==> src/rtl/lt_sequencer_if.sv <==
// Control/status bundle between the host register block, the video
// generator, the photo-sensor and the latency-test sequencer.
// The master side drives requests, vsync and the sensor; the slave side
// (the sequencer) drives the patch control and measurement status.
interface lt_sequencer_if #(
    parameter int CNT_WIDTH = 24
);
    logic                 start;
    logic                 abort;
    logic [1:0]           mode_sel;
    logic                 vsync_in;
    logic                 sensor_n;
    logic                 lt_active;
    logic [1:0]           lt_mode;
    logic                 busy;
    logic                 done;
    logic [CNT_WIDTH-1:0] latency;
    logic                 timeout;
    logic                 sensor_err;

    modport master (
        output start, abort, mode_sel, vsync_in, sensor_n,
        input  lt_active, lt_mode, busy, done, latency, timeout, sensor_err
    );

    modport slave (
        input  start, abort, mode_sel, vsync_in, sensor_n,
        output lt_active, lt_mode, busy, done, latency, timeout, sensor_err
    );
endinterface

==> src/rtl/lt_sequencer.sv <==
// Latency-test sequencer: arms on request, turns the white patch on at the
// next frame start, counts clk27 cycles until the photo-sensor sees light
// (or a timeout expires), reports the result and then keeps the patch off
// for a cooldown of several frames before accepting another request.
module lt_sequencer #(
    parameter int                   CNT_WIDTH       = 24,
    parameter logic [CNT_WIDTH-1:0] TIMEOUT_CYCLES  = 24'd2700000,
    parameter logic [3:0]           COOLDOWN_FRAMES = 4'd4
) (
    input  logic        clk27,
    input  logic        reset_n,
    lt_sequencer_if.slave bus
);

    typedef enum logic [1:0] {
        ST_IDLE,
        ST_ARM,
        ST_FLASH,
        ST_RELEASE
    } state_t;

    // Last FLASH count value before the run is declared a timeout.
    localparam logic [CNT_WIDTH-1:0] TIMEOUT_LAST = CNT_WIDTH'(TIMEOUT_CYCLES - 1'b1);

    state_t               state_reg, state_next;
    logic [CNT_WIDTH-1:0] cnt_reg, cnt_next;
    logic [3:0]           fcnt_reg, fcnt_next;
    logic                 lt_active_reg, lt_active_next;
    logic [1:0]           lt_mode_reg, lt_mode_next;
    logic                 busy_reg, busy_next;
    logic                 done_reg, done_next;
    logic [CNT_WIDTH-1:0] latency_reg, latency_next;
    logic                 timeout_reg, timeout_next;
    logic                 sensor_err_reg, sensor_err_next;

    logic                 sync1_reg;
    logic                 sensor_s_reg;
    logic                 vsync_d_reg;
    logic                 fs;

    // Two-flop synchroniser for the asynchronous sensor; idles dark (1).
    always_ff @(posedge clk27 or negedge reset_n) begin
        if (!reset_n) begin
            sync1_reg    <= 1'b1;
            sensor_s_reg <= 1'b1;
        end else begin
            sync1_reg    <= bus.sensor_n;
            sensor_s_reg <= sync1_reg;
        end
    end

    // Delayed vsync used to find the falling (frame start) edge.
    always_ff @(posedge clk27 or negedge reset_n) begin
        if (!reset_n) begin
            vsync_d_reg <= 1'b0;
        end else begin
            vsync_d_reg <= bus.vsync_in;
        end
    end

    // Frame start: vsync was high last cycle and is low now.
    assign fs = vsync_d_reg & ~bus.vsync_in;

    // FSM state register.
    always_ff @(posedge clk27 or negedge reset_n) begin
        if (!reset_n) begin
            state_reg <= ST_IDLE;
        end else begin
            state_reg <= state_next;
        end
    end

    // Datapath and output registers, all loaded from the next-state logic.
    always_ff @(posedge clk27 or negedge reset_n) begin
        if (!reset_n) begin
            cnt_reg        <= '0;
            fcnt_reg       <= '0;
            lt_active_reg  <= 1'b0;
            lt_mode_reg    <= 2'b00;
            busy_reg       <= 1'b0;
            done_reg       <= 1'b0;
            latency_reg    <= '0;
            timeout_reg    <= 1'b0;
            sensor_err_reg <= 1'b0;
        end else begin
            cnt_reg        <= cnt_next;
            fcnt_reg       <= fcnt_next;
            lt_active_reg  <= lt_active_next;
            lt_mode_reg    <= lt_mode_next;
            busy_reg       <= busy_next;
            done_reg       <= done_next;
            latency_reg    <= latency_next;
            timeout_reg    <= timeout_next;
            sensor_err_reg <= sensor_err_next;
        end
    end

    // Next-state and next-output logic; abort overrides everything else.
    always_comb begin
        state_next      = state_reg;
        cnt_next        = cnt_reg;
        fcnt_next       = fcnt_reg;
        lt_active_next  = lt_active_reg;
        lt_mode_next    = lt_mode_reg;
        done_next       = 1'b0;
        latency_next    = latency_reg;
        timeout_next    = timeout_reg;
        sensor_err_next = sensor_err_reg;

        if (bus.abort) begin
            // Silent return to idle: results and sticky flags are kept.
            state_next     = ST_IDLE;
            lt_active_next = 1'b0;
        end else begin
            case (state_reg)
                ST_IDLE: begin
                    lt_active_next = 1'b0;
                    if (bus.start) begin
                        if (sensor_s_reg) begin
                            lt_mode_next    = bus.mode_sel;
                            timeout_next    = 1'b0;
                            sensor_err_next = 1'b0;
                            state_next      = ST_ARM;
                        end else begin
                            // Sensor already lit: the measurement would be
                            // meaningless, so report an error and stay idle.
                            sensor_err_next = 1'b1;
                            done_next       = 1'b1;
                        end
                    end
                end

                ST_ARM: begin
                    if (fs) begin
                        lt_active_next = 1'b1;
                        cnt_next       = '0;
                        state_next     = ST_FLASH;
                    end
                end

                ST_FLASH: begin
                    // Saturate so a huge timeout never wraps the count.
                    if (cnt_reg != '1) begin
                        cnt_next = cnt_reg + 1'b1;
                    end
                    // Light detection takes precedence over the timeout.
                    if (!sensor_s_reg) begin
                        latency_next   = cnt_reg;
                        lt_active_next = 1'b0;
                        fcnt_next      = '0;
                        state_next     = ST_RELEASE;
                    end else if (cnt_reg == TIMEOUT_LAST) begin
                        timeout_next   = 1'b1;
                        lt_active_next = 1'b0;
                        fcnt_next      = '0;
                        state_next     = ST_RELEASE;
                    end
                end

                ST_RELEASE: begin
                    if (fs && (fcnt_reg != COOLDOWN_FRAMES)) begin
                        fcnt_next = fcnt_reg + 1'b1;
                    end
                    // Do not finish while the sensor still sees light, so
                    // the next run cannot start against a lit display.
                    if ((fcnt_reg == COOLDOWN_FRAMES) && sensor_s_reg) begin
                        done_next  = 1'b1;
                        state_next = ST_IDLE;
                    end
                end

                default: begin
                    state_next     = ST_IDLE;
                    lt_active_next = 1'b0;
                end
            endcase
        end

        busy_next = (state_next != ST_IDLE);
    end

    assign bus.lt_active  = lt_active_reg;
    assign bus.lt_mode    = lt_mode_reg;
    assign bus.busy       = busy_reg;
    assign bus.done       = done_reg;
    assign bus.latency    = latency_reg;
    assign bus.timeout    = timeout_reg;
    assign bus.sensor_err = sensor_err_reg;

endmodule

==> src/flat_wrapper.sv <==
// flat-port wrapper written by rule: the top's interface ports become plain ports
module lt_sequencer_flat 
#(
    parameter int                   CNT_WIDTH       = 24,
    parameter logic [CNT_WIDTH-1:0] TIMEOUT_CYCLES  = 24'd2700000,
    parameter logic [3:0]           COOLDOWN_FRAMES = 4'd4
)
  (clk27, reset_n, bus_start, bus_abort, bus_mode_sel, bus_vsync_in, bus_sensor_n, bus_lt_active, bus_lt_mode, bus_busy, bus_done, bus_latency, bus_timeout, bus_sensor_err);
  lt_sequencer_if #(.CNT_WIDTH(CNT_WIDTH)) bus_i ();
  input  logic clk27;
  input  logic reset_n;
  input wire logic [$bits(bus_i.start)-1:0] bus_start;
  input wire logic [$bits(bus_i.abort)-1:0] bus_abort;
  input wire logic [$bits(bus_i.mode_sel)-1:0] bus_mode_sel;
  input wire logic [$bits(bus_i.vsync_in)-1:0] bus_vsync_in;
  input wire logic [$bits(bus_i.sensor_n)-1:0] bus_sensor_n;
  output wire logic [$bits(bus_i.lt_active)-1:0] bus_lt_active;
  output wire logic [$bits(bus_i.lt_mode)-1:0] bus_lt_mode;
  output wire logic [$bits(bus_i.busy)-1:0] bus_busy;
  output wire logic [$bits(bus_i.done)-1:0] bus_done;
  output wire logic [$bits(bus_i.latency)-1:0] bus_latency;
  output wire logic [$bits(bus_i.timeout)-1:0] bus_timeout;
  output wire logic [$bits(bus_i.sensor_err)-1:0] bus_sensor_err;
  assign bus_i.start = bus_start;
  assign bus_i.abort = bus_abort;
  assign bus_i.mode_sel = bus_mode_sel;
  assign bus_i.vsync_in = bus_vsync_in;
  assign bus_i.sensor_n = bus_sensor_n;
  assign bus_lt_active = bus_i.lt_active;
  assign bus_lt_mode = bus_i.lt_mode;
  assign bus_busy = bus_i.busy;
  assign bus_done = bus_i.done;
  assign bus_latency = bus_i.latency;
  assign bus_timeout = bus_i.timeout;
  assign bus_sensor_err = bus_i.sensor_err;
  lt_sequencer #(.CNT_WIDTH(CNT_WIDTH), .TIMEOUT_CYCLES(TIMEOUT_CYCLES), .COOLDOWN_FRAMES(COOLDOWN_FRAMES)) u_core (.clk27(clk27), .reset_n(reset_n), .bus(bus_i));
endmodule
==> config.mk <==
export PLATFORM = sky130hd
export DESIGN_NAME = lt_sequencer_flat
export DESIGN_NICKNAME = d
export VERILOG_FILES = /design/src/rtl/lt_sequencer_if.sv /design/src/rtl/lt_sequencer.sv /design/src/flat_wrapper.sv
export SDC_FILE = /design/constraint.sdc
export NUM_CORES = 1
export LEC_CHECK = 0
export ABC_AREA = 1
export BUFFER_PORTS_ARGS = -buffer_cell sky130_fd_sc_hd__buf_2
export CORE_MARGIN = 2
export CORE_UTILIZATION = 35
export CTS_BUF_LIST = sky130_fd_sc_hd__clkbuf_8
export DETAILED_ROUTE_END_ITERATION = 12
export MAX_ROUTING_LAYER = met4
export SYNTH_ARGS = -nofsm -noshare
export SYNTH_HDL_FRONTEND = slang
export SYNTH_SLANG_ARGS = --single-unit
==> constraint.sdc <==
create_clock -name clk27 -period 1.88 [get_ports clk27]
set_input_delay 0.094 -clock clk27 [delete_from_list [all_inputs] [get_ports clk27]]
set_output_delay 0.094 -clock clk27 [all_outputs]
set_load 0.05 [all_outputs]
==> summary by stage <==
Drt
The DRC violation count after routing is 0. The first-pass iteration count of the detailed router is 4. After detailed routing, the number of vias per cell comes to 4.71. The detail route stage leaves a number of antenna-violating nets equal to 0.

The overall via count from detail_route is 3130. The number of DRC violations after detailed-routing iteration 0 is 142. In the final routed layout, each cell accounts on average for 12.4 um. The final wirelength is a little over 8000 um.

STA
Setup repair after global routing left no endpoint under its margin. The worst path meets setup with 0.205 ns of slack. The final hold violation count is 0.

On the final layout, the worst clock skew is between 0.008 and 0.009 ns. The transition time at the pin with the least slew margin is 0.372 ns. The minimum clock period after layout is ~1.7 ns. Setup violations remaining at the end of the flow were counted as 0. The setup TNS is 0 ns. The highest clock frequency the design can meet is approximately 600 MHz. Measured against its own limit, the worst slew margin works out to approximately 75%.

Of the available clock period, the critical path in the final layout requires 89.1%. The count of final max-slew check failures is 0.

Pwr
In this run, flip-flops and latches consume 35.8% of the power. Power spread over the standard cell area amounts to 1000 mW/mm^2. Per report_power, the clock group accounts for 34.3% of the total. The internal portion of the total power is 2.84 mW. For this design the total switching power over the nets is 1.52 mW. The analysis attributes to cell leakage a power of 2.08 nW.

In this run switching power makes up a little over a third of total power. IR analysis of the VDD net gives a maximum drop of 0.000590 V. The combinational group share of total power is 30.0%.

Yosys
Counting flops with an async set or reset pin after synthesis yields a share of between 90% and 100%. Ranked by instance count, the synthesized netlist is headed by sky130_fd_sc_hd__nand2_1 (144), sky130_fd_sc_hd__dfrtp_1 (62), sky130_fd_sc_hd__nor2_1 (62), sky130_fd_sc_hd__inv_1 (47), sky130_fd_sc_hd__nand3_1 (32). Synthesis inferred 64 register bits. For this run, the number of Yosys warnings is 0. The instance count of the mapped netlist is 464. After synthesis, the cell types taking the most area are sky130_fd_sc_hd__dfrtp_1 (43%), sky130_fd_sc_hd__nand2_1 (15%), sky130_fd_sc_hd__nor2_1 (6.5%). Synthesis instantiated 26 different standard cells from the library.

The average size of a mapped cell is ~7.7 um^2. After synthesis the cells add up to 0.00357 mm^2. The synthesized design devotes to its leading area cell type 43.4% of total area. Yosys mapped a number of flops with a built-in enable equal to 0.

The most instantiated flip-flop cell in the synthesis netlist is sky130_fd_sc_hd__dfrtp_1. The most frequent cell after synthesis is sky130_fd_sc_hd__nand2_1. The synthesized netlist net count is 479. The largest area contributor in the synthesized netlist is sky130_fd_sc_hd__dfrtp_1. The sequential-to-total area share from yosys stat is between 40 and 50%.

Clocking
TritonCTS built the clock tree. At the later pin of the worst-skew pair, clock insertion delay measures 0.35 ns. The clock-pin slew on the worst setup and hold paths is roughly 0.07 ns. Clock tree synthesis found a total of 64 sinks. The clock root buffer master is sky130_fd_sc_hd__clkbuf_8. Buffers inserted during clock tree synthesis total 9.

The H-tree was split into 3 levels. The clock passes through at most 2 buffers.

Final layout
The number of antenna diodes in the final layout is 0. The multi-input combinational cells in the finished layout cover a total of 0.00171 mm^2. Of the cells placed in the final design, the portion with a size suffix greater than 1 is 21.5%.

The layout filler cell count is 1045. The share of the core filled with cells is 44.3%. The area added between synthesis and finish is 21.9%.

The number of nets in the final layout is about 540. Across the whole layout, storage elements account for between 0.0015 and 0.002 mm^2.

Global route
The residual overflow from global routing is 0. Global routing used 16.8% of the available tracks. The number of antenna violations at the first check in global routing is 0. The global-route wire length before repair is ~15000 um. Entering global routing, the biggest net connects 65 pins. The number of global-route vias before repair is 3146.

Worst setup path
The kind of start point of the critical path is a register. The most critical setup path has its startpoint at u_core.state_reg[1]. Walking the worst path, the cells encountered are inv_1 -> ha_1 -> inv_1 -> nor2_1 -> nor2_1 -> buf_4 -> nand2_8 -> buf_12 -> nand2_1 -> o21ai_2. For this run, the slowest stage of the critical path takes about 0.43 ns. The worst reg2reg path depth is 10. The end of the worst register-to-register path is u_core.cnt_reg[22]. The reg-to-reg startpoint is u_core.state_reg[1]. Setup slack on the worst reg-to-reg path comes out at 0.20 ns. The category of the most critical setup path is register to register. The slowest cell on the critical path is sky130_fd_sc_hd__dfrtp_1. The maximum fanout along the worst path is 14. The critical path capture point is u_core.cnt_reg[22].

The element type at the critical path end is a register. The arrival time at the worst endpoint is approximately 1.9 ns. The critical path required time is 2.12 ns.

Min path
The path class of the tightest hold or removal check is input pin to register. The cell count of the worst hold path is 5.

Placed design
The congestion estimate from routability-driven global placement came to 0.881. The placed wire-length estimate after detailed placement is about 6200 um. Buffers placed on the I/O ports in this run total 38. At the placement stage, the worst setup path has a slack of between 0.15 and 0.2 ns.

Floorplanning
The die outline area is 0.0110 mm^2. The die is between 100 and 150 um wide. The initial utilization of the core area, before any placement, comes to 36.4%. The number of rows created at floorplan is 36.

The die height is 105 um. The area of the core is 0.00982 mm^2. The number of top-level design ports is 39.

Outcome
The flow ran to the end, and the final reports show no timing, DRC or antenna violations.

Flow run
The number of maximum-capacitance violations is 0.
[final cells by class]
| type | count | area share (%) |
|---|---|---|
| Multi-Input combinational cell | 340 | 39.4 |
| Sequential cell | 64 | 36.8 |
| Timing Repair Buffer | 61 | 9.83 |
| Inverter | 50 | 4.31 |
| Tap cell | 133 | 3.82 |
| Clock buffer | 11 | 3.48 |
| Clock inverter | 5 | 2.36 |
[power by group through the flow]
stage,sequential (mW),clock (mW),combinational [mW]
after global placement,1.58,0,1.30
after detailed placement,1.58,0,1.31
after floorplan,1.81,0,0.712
after CTS,1.56,1.54,1.33
after global routing,1.57,1.59,1.46
final,1.56,1.49,1.31
[cells in the final DEF (no fill, tap or decap), types with 13 or more instances in the layout]
master | synthesis | layout
sky130_fd_sc_hd__nand2_1 | 144 | 144
sky130_fd_sc_hd__nor2_1 | 62 | 62
sky130_fd_sc_hd__dfrtp_1 | 62 | 62
sky130_fd_sc_hd__inv_1 | 47 | 47
sky130_fd_sc_hd__buf_2 | 0 | 38
sky130_fd_sc_hd__nand3_1 | 32 | 31
sky130_fd_sc_hd__o21ai_0 | 29 | 29
sky130_fd_sc_hd__o21ai_2 | 14 | 14
sky130_fd_sc_hd__buf_4 | 0 | 13
[how the worst min path moves through the flow]
stage / from / to / slack [ns]
2_1_floorplan: reset_n / u_core.bus.busy / -0.20
3_3_place_gp: reset_n / u_core.bus.latency[0] / 0.14
3_5_place_dp: reset_n / u_core.bus.latency[0] / 0.14
4_1_cts: bus_start / u_core.bus.sensor_err / 0.15
5_1_grt: bus_start / u_core.bus.sensor_err / 0.24
6_report: bus_start / u_core.bus.sensor_err / 0.18
[worst max-delay path: cells and delay by family (launching register included)]
kind            cells  cell delay, ns
flops               1            0.43
buf+inv             4            0.55
fa+ha+maj           1            0.20
simple gates        4            0.32
compound gates      1            0.05
[metrics by stage]
stage / instances / hold WS, ns / total power, mW / instance area, um^2
after floorplan: 464 / -0.202 / 2.53 / 3570
after global placement: 642 / 0.139 / 2.88 / 4040
after detailed placement: 642 / 0.140 / 2.90 / 4040
after CTS: 664 / 0.154 / 4.43 / 4350
after global routing: 664 / 0.237 / 4.63 / 4350
final: 664 / 0.180 / 4.36 / 4350
[kinds of logic after synthesis]
kind of cell	synth area share [%]
AOI/OAI and AO/OA	8.97
muxes	1.26
buffers and inverters	7.25
adders and majority gates	2.45
xor gates and xnor gates	2.70
DFF	44.9
and+or+nand+nor	32.5
[per-layer routing]
layer	wire length, um	GRT usage (%)
met5	0	-
met4	65	5.52
met3	367	3.68
met2	4120	28.2
met1	3710	20.0
[repair_timing]
item	CTS	global route
endpoints found under the hold margin	67	0
resized for setup	0	1
setup buffers	0	0
endpoints found under the setup margin	0	4
hold buffers	6	0
Power figures use the tool's default switching activity.
